--- config.mk ---
export PLATFORM = sky130hd
export DESIGN_NAME = seq_div
export DESIGN_NICKNAME = d
export VERILOG_FILES = /design/src/rtl/seq_div.sv
export SDC_FILE = /design/constraint.sdc
export NUM_CORES = 1
export LEC_CHECK = 0
export ABC_CLOCK_PERIOD_IN_PS = 2400
export CAP_MARGIN = 30
export CORE_UTILIZATION = 49
export CTS_CLUSTER_SIZE = 8
export DETAILED_ROUTE_END_ITERATION = 16
export PLACE_DENSITY = 0.76
export RECOVER_POWER = 50
export SLEW_MARGIN = 15
export SYNTH_ARGS = -nofsm -noshare
export SYNTH_HDL_FRONTEND = slang
export SYNTH_SLANG_ARGS = --single-unit
--- constraint.sdc ---
create_clock -name clk -period 2.4 [get_ports clk]
set_clock_uncertainty 0.2 [all_clocks]
set_input_delay 0.36 -clock clk [delete_from_list [all_inputs] [get_ports clk]]
set_output_delay 0.36 -clock clk [all_outputs]
set_load 0.02 [all_outputs]
--- src/rtl/seq_div.sv ---
// Unsigned restoring divider, one quotient bit per clock, MSB first.
// Latency: done is high in the cycle after capture edge + n (b != 0), or after the capture edge itself (b == 0).
// Backpressure: none; start is ignored while busy, and is accepted in IDLE or in the DONE cycle (back-to-back).
//
// Ports:
//   clk, rst_n   : clock; asynchronous active-low reset
//   start, a, b  : begin a division of a by b (operands sampled with start)
//   q, r, dbz    : registered quotient, remainder and divide-by-zero flag; change only at completion or reset
//   busy         : high while the division is iterating (state RUN)
//   done         : one-cycle pulse; q, r and dbz are valid while it is high (state DONE)
module seq_div #(
  parameter int n = 8
) (
  input  logic         clk,
  input  logic         rst_n,
  input  logic         start,
  input  logic [n-1:0] a,
  input  logic [n-1:0] b,
  output logic [n-1:0] q,
  output logic [n-1:0] r,
  output logic         busy,
  output logic         done,
  output logic         dbz
);

  localparam int cw = (n > 2) ? $clog2(n) : 1;
  localparam logic [cw-1:0] last_cnt = cw'(n - 1);

  typedef enum logic [1:0] {
    IDLE = 2'd0,
    RUN  = 2'd1,
    DONE = 2'd2
  } state_t;

  state_t        state;
  logic [n-1:0]  dvd;     // dividend, shifted left so the next bit is always at the MSB
  logic [n-1:0]  dvs;     // captured divisor
  logic [n-1:0]  rem;     // partial remainder; always < dvs, so n bits are enough to hold it
  logic [n-1:0]  quo;     // quotient bits collected so far
  logic [cw-1:0] cnt;

  logic [n:0]    rem_sh;
  logic [n:0]    diff;
  logic          ge;
  logic [n:0]    rem_nxt;
  logic [n-1:0]  quo_nxt;

  // One restoring step. rem_sh < 2*dvs, so diff[n] is a true sign bit:
  // a non-negative difference is < dvs < 2^n, a negative one wraps above 2^n.
  always_comb begin
    rem_sh  = {rem, dvd[n-1]};
    diff    = rem_sh - {1'b0, dvs};
    ge      = ~diff[n];
    rem_nxt = ge ? diff : rem_sh;
    quo_nxt = {quo[n-2:0], ge};
  end

  always_ff @(posedge clk or negedge rst_n) begin
    if (!rst_n) begin
      state <= IDLE;
      dvd   <= '0;
      dvs   <= '0;
      rem   <= '0;
      quo   <= '0;
      cnt   <= '0;
      q     <= '0;
      r     <= '0;
      busy  <= 1'b0;
      done  <= 1'b0;
      dbz   <= 1'b0;
    end else begin
      case (state)
        IDLE, DONE: begin
          busy <= 1'b0;
          done <= 1'b0;
          if (start) begin
            dvd <= a;
            dvs <= b;
            if (b == '0) begin
              // Divide by zero completes immediately without iterating.
              state <= DONE;
              done  <= 1'b1;
              q     <= '1;
              r     <= a;
              dbz   <= 1'b1;
            end else begin
              state <= RUN;
              busy  <= 1'b1;
              cnt   <= '0;
              rem   <= '0;
              quo   <= '0;
            end
          end else begin
            state <= IDLE;
          end
        end

        RUN: begin
          dvd <= {dvd[n-2:0], 1'b0};
          rem <= rem_nxt[n-1:0];
          quo <= quo_nxt;
          cnt <= cnt + 1'b1;
          if (cnt == last_cnt) begin
            q     <= quo_nxt;
            r     <= rem_nxt[n-1:0];
            dbz   <= 1'b0;
            state <= DONE;
            busy  <= 1'b0;
            done  <= 1'b1;
          end
        end

        default: begin
          state <= IDLE;
          busy  <= 1'b0;
          done  <= 1'b0;
        end
      endcase
    end
  end

endmodule

==> flow_summary_export.csv <==
group,metric,value,unit
outcome,status,"finished, violations left",
outcome,violations,"negative setup slack",
critical_path,max_stage_delay,0.40,ns
placed_design,io_buffers,37,
sta,hold_viol_final,0,
grt,antenna_found_initial,0,
logic_synthesis,syn_area_per_cell,9.09,µm²
route,viasPerCell,5.47,
cts,worstSkewPairLatency,0.31,ns
grt,grt_overflow,0,
layout,drive_above_1_share,15.1,%
critical_path,cp-end-kind,"register",
die,start_util,51.7,%
logic_synthesis,yosys_warnings,0,
cts,cts_buffer_depth,2,
route,postRouteAntennaNets,0,
layout,stdcell_count,422,
cts,cts_buffers,5,
logic_synthesis,ys_ff_latch,53,
die,die_y,76.1,µm
cts,cts_sinks,53,
logic_synthesis,synth-seq-area-share,49.3,%
layout,layout.nets,381,
sta,period_minus_slack,2.52,ns
critical_path,crit_start,"dvd[7]",
critical_path,cpMaxStageDelayCell,"dfrtp_1",
die,rows,26,
grt,grt_pass1_vias,2291,
sta,finalSetupViolations,10,
critical_path,crit_type,"reg2reg",
sta,rsz0062_at_grt,"yes",
logic_synthesis,netlist_area,2690,µm²
sta,fin_tns_setup,-0.321,ns
logic_synthesis,synth_flop_cell,"dfrtp_1",
critical_path,critPathLaunchType,"register",
sta,maxSlewViolCount,0,
grt,gr-usage-all-layers,24.2,%
logic_synthesis,synth_edf_count,0,
power_and_ir_drop,power.total,5.97,mW
grt,grt_pass1_wl,11000,µm
route,firstDrtPassIters,4,
power_and_ir_drop,power_density,1710,nW/µm²
min_path,min_path_type,"reg2reg",
sta,setup_slack,-0.125,ns
critical_path,timing.critical_path.mode_cell,"inv_2",
min_path,hold_start,"dvd[5]",
route,wl_per_cell,15.4,µm
critical_path,reg2reg_from,"dvd[7]",
power_and_ir_drop,max-vdd-ir-drop,0.773,mV
die,dieArea,5790,µm²
logic_synthesis,synthCells,296,
critical_path,cp_max_fo,4,
grt,grt_max_degree,29,
layout,antennaDiodeCount,0,
placed_design,dp.cells,409,
logic_synthesis,synth_nets,326,
placed_design,dp.final_hpwl,4530,µm
route,wl,6510,µm
die,io_pins,38,
critical_path,critPathRequiredTime,2.44,ns
layout,fin_area,3500,µm²
placed_design,place.gp.congestion,0.866,
job,cap_violations,0,
logic_synthesis,ys_types,44,
cts,htreeDepth,2,
route,drtIter0Drc,147,
power_and_ir_drop,power_leakage,1.55,nW
sta,fin_crit_sh,105,%
placed_design,placed_area,3260,µm²
sta,slew_headroom,36.5,%
cts,cts_tree,"done",
die,die-width,76.1,µm
cts,cts.clk_slew.worst_paths,0.10,ns
logic_synthesis,async_flop_share,100,%
route,drc,0,
die,core_area,5200,µm²
cts,root_buffer,"clkbuf_8",
layout,synthToLayoutAreaGrowth,29.9,%
sta,max_freq,0.396,GHz
critical_path,crit_arrival,2.56,ns
layout,post-route-util,67.2,%
critical_path,path_cells,"inv_2 > ha_4 > inv_2 > fa_2 > a211oi_4 > o211ai_1 > o211a_4 > or3_4 > a31oi_4",
route,via_count,2308,
sta,worst_pin_slew,0.952,ns
## final cells by class
type                       instances  area (µm²)
fill                             421        1710
sequential                        53        1330
multi-input combinational        214        1320
timing repair buffer              62         569
tap                               70        87.6
clock buffer                       5        68.8
clock inverter                     3        65.1
inverter                          15        56.3
## metrics by stage
step	setup slack, ns	hold slack [ns]
after CTS	-0.0484	0.288
after global routing	-0.196	0.318
final	-0.125	0.289
after detailed placement	-0.0931	0.225
after floorplan	-0.0410	-0.136
after global placement	-0.0245	0.224
## final timing paths
| kind | cells after the start | to | slack, ns |
|---|---|---|---|
| worst max-delay path | 9 | r[0] | -0.12 |
| min in group asynchronous | 2 | r[0] | 0.42 |
| worst min register to register | 2 | dvd[5] | 0.29 |
| worst min-delay path | 2 | dvd[5] | 0.29 |
| max in group asynchronous | 3 | rem[5] | 0.48 |
| worst max register to register | 9 | r[0] | -0.12 |
## critical path, delay by kind of cell (launching register included)
family,cells,cell delay [ns]
AOI/OAI and AO/OA,4,0.86
adders and majority gates,2,0.50
DFF,1,0.40
and+or+nand+nor,1,0.37
buffers and inverters,2,0.13
## cells in the mapped netlist (2+ instances only)
| library cell | count | area share, % |
|---|---|---|
| a211oi_1 | 2 | 0.56 |
| a21o_1 | 3 | 0.84 |
| a21oi_1 | 15 | 2.8 |
| a22oi_1 | 6 | 1.7 |
| a31oi_1 | 3 | 0.70 |
| buf_1 | 3 | 0.42 |
| clkbuf_1 | 10 | 1.4 |
| dfrtp_1 | 53 | 49 |
| ha_1 | 10 | 4.6 |
| inv_1 | 15 | 2.1 |
| mux2_2 | 2 | 0.84 |
| mux2i_1 | 4 | 1.5 |
| nand2_1 | 55 | 7.7 |
| nand2b_1 | 5 | 1.2 |
| nand3_1 | 12 | 2.2 |
| nand3b_1 | 3 | 0.84 |
| nor2_1 | 28 | 3.9 |
| nor2b_1 | 2 | 0.46 |
| nor3_1 | 3 | 0.56 |
| nor3b_1 | 2 | 0.56 |
| nor4_1 | 2 | 0.46 |
| o2111ai_1 | 2 | 0.65 |
| o211a_1 | 2 | 0.74 |
| o211ai_2 | 2 | 0.93 |
| o21ai_0 | 29 | 5.4 |
| o22ai_1 | 4 | 0.93 |
| xor2_1 | 2 | 0.65 |
## logic make-up (layout without fill, tap and decap cells)
| logic type | count (synthesis) | in the layout | synth area share, % |
|---|---|---|---|
| buffers and inverters | 29 | 85 | 4.32 |
| AOI/OAI and AO/OA | 77 | 77 | 18.3 |
| muxes | 6 | 6 | 2.32 |
| xor gates and xnor gates | 3 | 3 | 0.976 |
| adders and majority gates | 11 | 11 | 5.39 |
| DFF | 53 | 53 | 49.3 |
| and+or+nand+nor | 117 | 117 | 19.4 |
## metal layers
metal,up-vias,track usage [%],wire length [µm]
li1,1133,-,-
met1,1110,31.7,3080
met2,55,39.9,3090
met3,10,5.75,223
met4,0,8.08,116
met5,-,0,0
## cells in the final DEF (no fill, tap or decap), drive strengths merged, types with 8 or more instances in the layout
cell type / synthesis / final
nor2: 28 / 28
buf: 4 / 22
a21oi: 15 / 15
clkdlybuf4s50: 0 / 35
inv: 15 / 15
nand3: 12 / 12
nand2: 55 / 55
o21ai: 29 / 29
ha: 10 / 10
dfrtp: 53 / 53
clkbuf: 10 / 8
## power by group
part	internal, mW	total (mW)	leakage, nW	switching (mW)
clock network	0.414	0.707	0.0681	0.293
logic	1.69	3.68	0.854	1.99
registers	1.31	1.58	0.631	0.271
## sequential cells by signal, summed over array words and instances (netlist names)
| register | flops |
|---|---|
| dvs | 8 |
| state | 1 |
| done | 1 |
| q | 8 |
| r | 8 |
| quo | 7 |
| rem | 8 |
| dvd | 8 |
| dbz | 1 |
| cnt | 3 |
## what timing repair did
action	in CTS	in global routing
cloned	0	0
setup endpoints to repair	11	17
pin swaps	9	7
buffers inserted	4	0
hold buffers	1	0
resized for setup	16	4
endpoints found under the hold margin	27	0
Note: power is estimated with default switching activity, not from simulation.
